===== src/rtl/gate_sweep_pkg.sv =====
// gate_sweep_pkg: shared types and constants for the gate sweep sequencer.
// Optional self-check feature: GATE_SWEEP_CHECK_EN.
package gate_sweep_pkg;

  localparam int NUM_VEC = 4;
  localparam int VEC_W   = 2;

  typedef enum logic [1:0] {
    IDLE  = 2'd0,
    APPLY = 2'd1,
    DONE  = 2'd2
  } state_e;

endpackage


===== src/rtl/gate_sweep_if.sv =====
// gate_sweep_if: control/status and gate pins of the sweep sequencer.
// expect_tt/mismatch exist only with GATE_SWEEP_CHECK_EN.
interface gate_sweep_if #(
  parameter int HOLD_W = 8
);

  logic              start;
  logic              abort;
  logic [HOLD_W-1:0] hold_len;
  logic              gate_a;
  logic              gate_b;
  logic              gate_c;
  logic              busy;
  logic              done;
  logic [3:0]        truth;
`ifdef GATE_SWEEP_CHECK_EN
  logic [3:0]        expect_tt;
  logic              mismatch;
`endif

  modport master (
    output start, abort, hold_len, gate_c,
`ifdef GATE_SWEEP_CHECK_EN
    output expect_tt,
    input  mismatch,
`endif
    input  gate_a, gate_b, busy, done, truth
  );

  modport slave (
    input  start, abort, hold_len, gate_c,
`ifdef GATE_SWEEP_CHECK_EN
    input  expect_tt,
    output mismatch,
`endif
    output gate_a, gate_b, busy, done, truth
  );

endinterface


===== src/rtl/gate_sweep_ctrl_timer.sv =====
// gate_sweep_timer: per-vector hold counter, limit latched on load.
// last is high in the final cycle of the hold window (cnt == L-1).
module gate_sweep_timer #(
  parameter int HOLD_W = 8
) (
  input  logic              clk,
  input  logic              rst_n,
  input  logic              load,
  input  logic [HOLD_W-1:0] len,
  input  logic              clear,
  input  logic              en,
  output logic              last
);

  logic [HOLD_W-1:0] cnt_q;
  logic [HOLD_W-1:0] lim_q;

  // Latch L-1 on load (len 0 acts as 1); count while enabled.
  always_ff @(posedge clk) begin
    if (!rst_n) begin
      cnt_q <= '0;
      lim_q <= '0;
    end else if (load) begin
      cnt_q <= '0;
      lim_q <= (len == '0) ? '0 : len - 1'b1;
    end else if (clear) begin
      cnt_q <= '0;
    end else if (en) begin
      cnt_q <= cnt_q + 1'b1;
    end
  end

  assign last = (cnt_q == lim_q);

endmodule


===== src/rtl/gate_sweep_ctrl.sv =====
// gate_sweep_ctrl: walks a/b through 00,01,10,11 and records c.
// Build option GATE_SWEEP_CHECK_EN adds expect_tt compare and mismatch.
module gate_sweep_ctrl
  import gate_sweep_pkg::*;
#(
  parameter int HOLD_W = 8
) (
  input logic        clk,
  input logic        rst_n,
  gate_sweep_if.slave bus
);

  state_e             state_q;
  logic [VEC_W-1:0]   vec_q;
  logic [VEC_W-1:0]   vec_n;
  logic               a_q;
  logic               b_q;
  logic               busy_q;
  logic               done_q;
  logic [NUM_VEC-1:0] truth_q;
  logic [NUM_VEC-1:0] truth_d;
  logic               go;
  logic               last;
  logic               tmr_en;
  logic               tmr_clr;
  logic               fin;

  assign go      = (state_q == IDLE) && bus.start && !bus.abort;
  assign tmr_en  = (state_q == APPLY);
  assign tmr_clr = tmr_en && last;
  assign vec_n   = vec_q + VEC_W'(1);
  assign fin     = tmr_clr && !bus.abort
                && (vec_q == VEC_W'(NUM_VEC - 1));

  // Truth table with the current sample merged in.
  always_comb begin
    truth_d = truth_q;
    if (tmr_clr) truth_d[vec_q] = bus.gate_c;
  end

  gate_sweep_timer #(
    .HOLD_W(HOLD_W)
  ) u_timer (
    .clk   (clk),
    .rst_n (rst_n),
    .load  (go),
    .len   (bus.hold_len),
    .clear (tmr_clr),
    .en    (tmr_en),
    .last  (last)
  );

  // Sweep FSM with registered pin drives and status.
  always_ff @(posedge clk) begin
    if (!rst_n) begin
      state_q <= IDLE;
      vec_q   <= '0;
      a_q     <= 1'b0;
      b_q     <= 1'b0;
      busy_q  <= 1'b0;
      done_q  <= 1'b0;
      truth_q <= '0;
    end else begin
      unique case (state_q)
        IDLE: begin
          a_q    <= 1'b0;
          b_q    <= 1'b0;
          done_q <= 1'b0;
          if (go) begin
            state_q <= APPLY;
            vec_q   <= '0;
            busy_q  <= 1'b1;
            truth_q <= '0;
          end
        end
        APPLY: begin
          if (bus.abort) begin
            state_q <= IDLE;
            a_q     <= 1'b0;
            b_q     <= 1'b0;
            busy_q  <= 1'b0;
          end else if (last) begin
            truth_q <= truth_d;
            if (fin) begin
              state_q <= DONE;
              a_q     <= 1'b0;
              b_q     <= 1'b0;
              busy_q  <= 1'b0;
              done_q  <= 1'b1;
            end else begin
              vec_q <= vec_n;
              a_q   <= vec_n[1];
              b_q   <= vec_n[0];
            end
          end
        end
        DONE: begin
          state_q <= IDLE;
          done_q  <= 1'b0;
        end
        default: begin
          state_q <= IDLE;
          busy_q  <= 1'b0;
          done_q  <= 1'b0;
        end
      endcase
    end
  end

  assign bus.gate_a = a_q;
  assign bus.gate_b = b_q;
  assign bus.busy   = busy_q;
  assign bus.done   = done_q;
  assign bus.truth  = truth_q;

`ifdef GATE_SWEEP_CHECK_EN
  logic [3:0] exp_q;
  logic       mis_q;

  // Expected table latched on start; compared as the sweep finishes.
  always_ff @(posedge clk) begin
    if (!rst_n) begin
      exp_q <= '0;
      mis_q <= 1'b0;
    end else if (go) begin
      exp_q <= bus.expect_tt;
      mis_q <= 1'b0;
    end else if (fin) begin
      mis_q <= (truth_d != exp_q);
    end
  end

  assign bus.mismatch = mis_q;
`endif

endmodule

===== src/flat_wrapper.sv =====
// flat-port wrapper written by rule: the top's interface ports become plain ports
module gate_sweep_ctrl_flat import gate_sweep_pkg::*;
#(
  parameter int HOLD_W = 8
)
  (clk, rst_n, bus_start, bus_abort, bus_hold_len, bus_gate_c, bus_gate_a, bus_gate_b, bus_busy, bus_done, bus_truth);
  gate_sweep_if #(.HOLD_W(HOLD_W)) bus_i ();
  input logic clk;
  input logic rst_n;
  input wire logic [$bits(bus_i.start)-1:0] bus_start;
  input wire logic [$bits(bus_i.abort)-1:0] bus_abort;
  input wire logic [$bits(bus_i.hold_len)-1:0] bus_hold_len;
  input wire logic [$bits(bus_i.gate_c)-1:0] bus_gate_c;
  output wire logic [$bits(bus_i.gate_a)-1:0] bus_gate_a;
  output wire logic [$bits(bus_i.gate_b)-1:0] bus_gate_b;
  output wire logic [$bits(bus_i.busy)-1:0] bus_busy;
  output wire logic [$bits(bus_i.done)-1:0] bus_done;
  output wire logic [$bits(bus_i.truth)-1:0] bus_truth;
  assign bus_i.start = bus_start;
  assign bus_i.abort = bus_abort;
  assign bus_i.hold_len = bus_hold_len;
  assign bus_i.gate_c = bus_gate_c;
  assign bus_gate_a = bus_i.gate_a;
  assign bus_gate_b = bus_i.gate_b;
  assign bus_busy = bus_i.busy;
  assign bus_done = bus_i.done;
  assign bus_truth = bus_i.truth;
  gate_sweep_ctrl #(.HOLD_W(HOLD_W)) u_core (.clk(clk), .rst_n(rst_n), .bus(bus_i));
endmodule

===== config.mk =====
export PLATFORM = sky130hd
export DESIGN_NAME = gate_sweep_ctrl_flat
export DESIGN_NICKNAME = d
export VERILOG_FILES = /design/src/rtl/gate_sweep_pkg.sv /design/src/rtl/gate_sweep_if.sv /design/src/rtl/gate_sweep_ctrl_timer.sv /design/src/rtl/gate_sweep_ctrl.sv /design/src/flat_wrapper.sv
export SDC_FILE = /design/constraint.sdc
export NUM_CORES = 1
export LEC_CHECK = 0
export CAP_MARGIN = 40
export CORE_MARGIN = 1.5
export CORE_UTILIZATION = 42
export CTS_CLUSTER_DIAMETER = 50
export DETAILED_ROUTE_END_ITERATION = 12
export GPL_ROUTABILITY_DRIVEN = 0
export SLEW_MARGIN = 25
export SYNTH_ARGS = -nofsm -noshare
export SYNTH_HDL_FRONTEND = slang
export SYNTH_SLANG_ARGS = --single-unit

===== constraint.sdc =====
create_clock -name clk -period 2 [get_ports clk]
set_clock_uncertainty 0.2 [all_clocks]
set_input_delay 0.2 -clock clk [delete_from_list [all_inputs] [get_ports clk]]
set_output_delay 0.2 -clock clk [all_outputs]
set_load 0.01 [all_outputs]

# After elaboration in Yosys (flattened, before gate mapping)
# Index checks and enable logic that the tools add are counted.
[classes] magnitude_cmp=2 n_reduce_logical=18 n_eq_ne=11 bitwise=3 addsub=3 muxes=32
[ops] cell="2-bit 2-to-1 mux" n=8
[ops] cell="4-bit 2-to-1 mux" n=4
[ops] cell="1-bit 2-to-1 mux" n=11
[ops] cell="5-bit AND reduction" n=2
[ops] cell="8-bit by 1-bit adder with 8-bit output, second input constant" n=1
[ops] cell="8-bit equality test" n=1
[ops] cell="8-bit logical NOT" n=1
[ops] cell="8-bit 2-to-1 mux" n=1
[ops] cell="2-bit one-hot mux with 2 select lines" n=2
[ops] cell="4-bit one-hot mux with 2 select lines" n=1
[ops] cell="8-bit by 1-bit subtractor with 8-bit output, second input constant" n=1
[ops] cell="1-bit logical AND" n=6
[ops] cell="2-bit != test, second input constant" n=3
[ops] cell="3-bit AND reduction" n=2
[ops] cell="4-bit bitwise mux" n=1
[ops] cell="2-bit equality test, second input constant" n=2
[ops] cell="2-bit by 1-bit != test with 1-bit output, second input constant" n=2
[ops] cell="1-bit one-hot mux with 2 select lines" n=2
[ops] cell="2-bit AND reduction" n=2
[ops] cell="4-bit AND reduction" n=1
[ops] cell="2-bit by 3-bit less-than comparator with 1-bit output, second input constant" n=1
[ops] cell="3-bit by 2-bit != test with 1-bit output, second input constant" n=1
[ops] cell="3-bit != test, second input constant" n=1
[ops] cell="1-bit NOT" n=3
[ops] cell="other kinds (9)" n=9
[word_totals] reg_bits=28 output_inout_bits=8 in_bits=13

# Depth between registers and ports, before layout
[logic_depth] depth_word=9 mapped_depth=6 depth_no_buf=6

# By module
# A second synthesis with hierarchy kept.
[unflattened] cells_unflattened=164 hier_area_um2=1466.4
[by_module_without_submodules] mod="gate_sweep_timer" instances=1 area_each_um2=872.1 cells_per_inst=99
[by_module_without_submodules] mod="gate_sweep_ctrl" instances=1 area_each_um2=594.3 cells_per_inst=65

# Worst setup path before layout
# No wires, ideal clock.
[synth_path] path_kind="reg-to-reg" startpoint="register u_core.state_q[1]" endpoint="register u_core.vec_q[0]" arrival_ps=1540 setup_slack_ps=188 setup_ps=72 stages_incl_launch_ff=5 path_buffers=1 cell_sequence="dfxtp_1 -> or4b_2 -> buf_2 -> mux2i_1 -> mux2i_1"
[synth_between] elab_chain_cells=6
[synth_rtl] element="from (decl)" line_no="gate_sweep_ctrl.sv:13" rtl="state_e state_q;"
[synth_rtl] element="from (signal assigned)" line_no="gate_sweep_ctrl.sv:56" rtl="state_q <= IDLE;"
[synth_rtl] element="from (signal assigned)" line_no="gate_sweep_ctrl.sv:70" rtl="state_q <= APPLY;"
[synth_rtl] element="from (signal assigned)" line_no="gate_sweep_ctrl.sv:78" rtl="state_q <= IDLE;"
[synth_rtl] element="2-bit by 1-bit equality test with 1-bit output" line_no="gate_sweep_ctrl.sv:29, gate_sweep_ctrl.sv:64"
[synth_rtl] element="1-bit logical AND" line_no="gate_sweep_ctrl.sv:30" rtl="assign tmr_clr = tmr_en && last;"
[synth_rtl] element="1-bit logical AND" line_no="gate_sweep_ctrl.sv:32" rtl="assign fin = tmr_clr && !bus.abort"
[synth_rtl] element="1-bit logical AND" line_no="gate_sweep_ctrl.sv:33" rtl="&& (vec_q == VEC_W'(NUM_VEC - 1));"
[synth_rtl] element="2-bit != test (no line)"
[synth_rtl] element="5-bit AND reduction (no line)"
[synth_rtl] element="to (signal assigned)" line_no="gate_sweep_ctrl.sv:91" rtl="vec_q <= vec_n;"
[synth_rtl] element="to (decl)" line_no="gate_sweep_ctrl.sv:14" rtl="logic [VEC_W-1:0] vec_q;"
# Several ways; a longest one is shown, not always the timed one.
# A chain may end at the register's enable or synchronous reset.

# Worst setup path in the final report
[layout_path] startpoint="register u_core.u_timer.cnt_q[6]" endpoint="register u_core.vec_q[0]"
[layout_between] elab_chain_cells=6
[layout_rtl] element="from (decl)" line_no="gate_sweep_ctrl_timer.sv:15" rtl="logic [HOLD_W-1:0] cnt_q;"
[layout_rtl] element="from (signal assigned)" line_no="gate_sweep_ctrl_timer.sv:29" rtl="cnt_q <= cnt_q + 1'b1;"
[layout_rtl] element="8-bit equality test *" line_no="gate_sweep_ctrl_timer.sv:33" rtl="assign last = (cnt_q == lim_q);"
[layout_rtl] element="1-bit logical AND" line_no="gate_sweep_ctrl.sv:30"
[layout_rtl] element="1-bit logical AND" line_no="gate_sweep_ctrl.sv:32"
[layout_rtl] element="1-bit logical AND" line_no="gate_sweep_ctrl.sv:33"
[layout_rtl] element="2-bit != test (no line)"
[layout_rtl] element="5-bit AND reduction (no line) *"
# Every way passes the cells marked *; elsewhere a longest branch is shown, timed or not.

==> out/results.ini <==
[run_status]
status=completed

[cells_and_area]
fin_util_pct=58.5
diodes=0
nets=217
drive_gt1_share_pct=15.7
syn_to_final_growth_pct=30.6
nFillCells=294

[clock_tree]
hold_buffers=0
clock_sinks=28
insertion_delay_ns=0.33
cts_buffers=3
h-tree-depth=1
cts_root_buffer=clkbuf_4
cts_tree=yes
cts_buffer_depth=2
clkTransAtPathRegs_ns=0.15

[logic_synthesis]
synthAdderAreaFrac_pct=5.45
yosys.area_share.simple_pct=22.2
yosys.area.top_type=dfxtp_1
yosys_warnings=0
synth_xor_area_share_pct=13.4
synth_top_family_by_area=simple AND/OR/NAND/NOR gates
synthTopCellsByArea=dfxtp_1, xor2_1, ha_1
synth-seq-cells=28
ys_seq_area_share_pct=40.7
synth.area.mux_share_pct=2.18
synth-compound-area-share_pct=12.9
synth_cells=159
synth_fp_nets=178
synth.distinct_cells=33
synth.top_cell.area_share_pct=40.7
syn_avg_cell_area_um2=8.66
netlist_area_um2=1380

[critical_path]
end_kind=register
cp.arrival_ns=1.95
start_kind=register
path_max_fanout=4
cp.required_ns=2.07
crit_type=register to register

[sta]
worst_pin_slew_ns=0.365
slew_viol_final=0
rsz0062_at_grt=yes
layout_min_cycle_time_ns=1.88
slew_headroom_pct=75.5
hold_violations=0
setup_viol=0
final.setup.tns_ns=0
fin_crit_sh_pct=93.9
max_freq_mhz=532

[detailed_routing]
vias_per_cell=5.08
drt-initial-drc-count=42
drtAntennaViolNets=0
drc=0
drtPass1Iterations=4
vias=1224
wl_per_cell_um=12.0
finalWirelength_um=2890

[pwr]
power_density_nw_per_um2=567
irDropWorstVdd_mv=0.290
p_leak_nw=0.734
p_total_mw=1.02

[placed_design]
place_hpwl_um=2250
portBuffers=20

[global_route]
antenna_found_initial=0
grt_max_degree=17
grt_pass1_vias=1090
grt_first_pass_wirelength_um=4670
grt_use_total_pct=16.9
overflow=0

[die]
ios=21
num_rows=20
dieArea_um2=3630
die_x_um=60.3
chipHeight_um=60.3
design.core.area_um2=3080
initial_core_util_pct=44.8

[run]
max_cap_violations=0

[hold_path]
hold_class=register to register

==> synth_stat cells <==
library cell  number
nand2_1           20
nand3_1           10
nand2b_1           2
o311ai_2           1
o211a_1            1
a21oi_1            7
and4_2             1
nor2_1            15
nor4_2             2
nor4b_1            1
xor2_1            15
inv_1              6
a21boi_0           1
or4b_2             1
nand4_1            2
o21ai_0           11
o21ai_1            1
clkbuf_1           2
and3_1             1
nor3b_1            1
and2b_1            1
buf_2              3
nor3_1             2
o41ai_1            1
o22ai_1            4
mux2i_1            3
xnor2_1            6
a22oi_1            1
dfxtp_1           28
ha_1               6
o211ai_1           1
nor4_1             1
or4_1              1
==> cells by family (layout without fill, tap and decap cells) <==
group / count (synthesis) / in the layout
xor+xnor: 21 / 21
compound gates: 29 / 29
simple gates: 61 / 61
mux: 3 / 3
flops: 28 / 28
buf+inv: 11 / 49
fa+ha+maj: 6 / 6
==> state kept, by name, indices dropped and copies added, names as in the netlist <==
register and count:
u_core.bus.gate_a 1, u_core.bus.truth 4, u_core.u_timer.lim_q 8, u_core.bus.gate_b 1, u_core.bus.done 1, u_core.state_q 2, u_core.bus.busy 1, u_core.u_timer.cnt_q 8
u_core.vec_q 2
==> worst paths after layout <==
path                                                      startpoint                              endpoint  slack, ns  cells past startpoint
worst max-delay path            u_core.u_timer.cnt_q[6]$_SDFFE_PP0P_          u_core.vec_q[0]$_SDFFE_PN0P_       0.12                      5
worst min-delay path            u_core.u_timer.lim_q[2]$_SDFFE_PN0P_  u_core.u_timer.lim_q[2]$_SDFFE_PN0P_       0.28                      2
worst max register to register  u_core.u_timer.cnt_q[6]$_SDFFE_PP0P_          u_core.vec_q[0]$_SDFFE_PN0P_       0.12                      5
worst min register to register  u_core.u_timer.lim_q[2]$_SDFFE_PN0P_  u_core.u_timer.lim_q[2]$_SDFFE_PN0P_       0.28                      2
==> report_power, final <==
| part | switching, mW | internal, mW | total [mW] |
|---|---|---|---|
| registers | 0.00988 | 0.572 | 0.582 |
| logic | 0.0768 | 0.0830 | 0.160 |
| clock network | 0.167 | 0.112 | 0.279 |
==> worst max-delay path: stages (launching register included) <==
cell     delay [ns]
dfxtp_2        0.37
xor2_1         0.16
nor4_2         0.40
nand3_2        0.18
mux2i_2        0.29
mux2i_1        0.22
==> metrics by stage <==
stage	area, um^2	worst slack, ns	std cells	hold slack (ns)
2_1_floorplan	1380	0.188	159	0.114
3_3_place_gp	1740	-0.119	235	0.261
3_5_place_dp	1740	-0.164	235	0.266
4_1_cts	1780	0.0238	239	0.288
5_1_grt	1800	-0.00367	241	0.306
6_report	1800	0.122	241	0.284
==> cell usage in the layout, fill, tap and decap left out, drive strengths merged, types with 6 or more instances in the layout <==
master and count:
nor2 15, xor2 15, dfxtp 28, buf 19, nand3 10, xnor2 6
nand2 20, a21oi 7, ha 6, inv 6, clkdlybuf4s50 20, o21ai 12
==> area by class of cell <==
class	count	area, um^2	share of cell area, %
multi-input combinational	120	781	43.4
inverter	6	22.5	1.25
timing repair buffer	39	343	19.1
tap	44	55.1	3.06
clock buffer	4	36.3	2.02
sequential	28	562	31.2
==> metal layers <==
metal / wire length (um) / global-route usage (%) / part of all wire [%]
met2: 1230 / 25.6 / 43
met1: 1510 / 23.7 / 52
met4: 51 / 7.62 / 1.8
met5: 0 / 0 / 0
met3: 94 / 1.95 / 3.3
==> what timing repair did <==
action,4_1_cts,5_1_grt
gates resized for setup,1,2
setup endpoints to repair,1,10
pin swaps,0,4
buffers inserted,0,2
No activity file was read; power rests on OpenSTA's default activity.
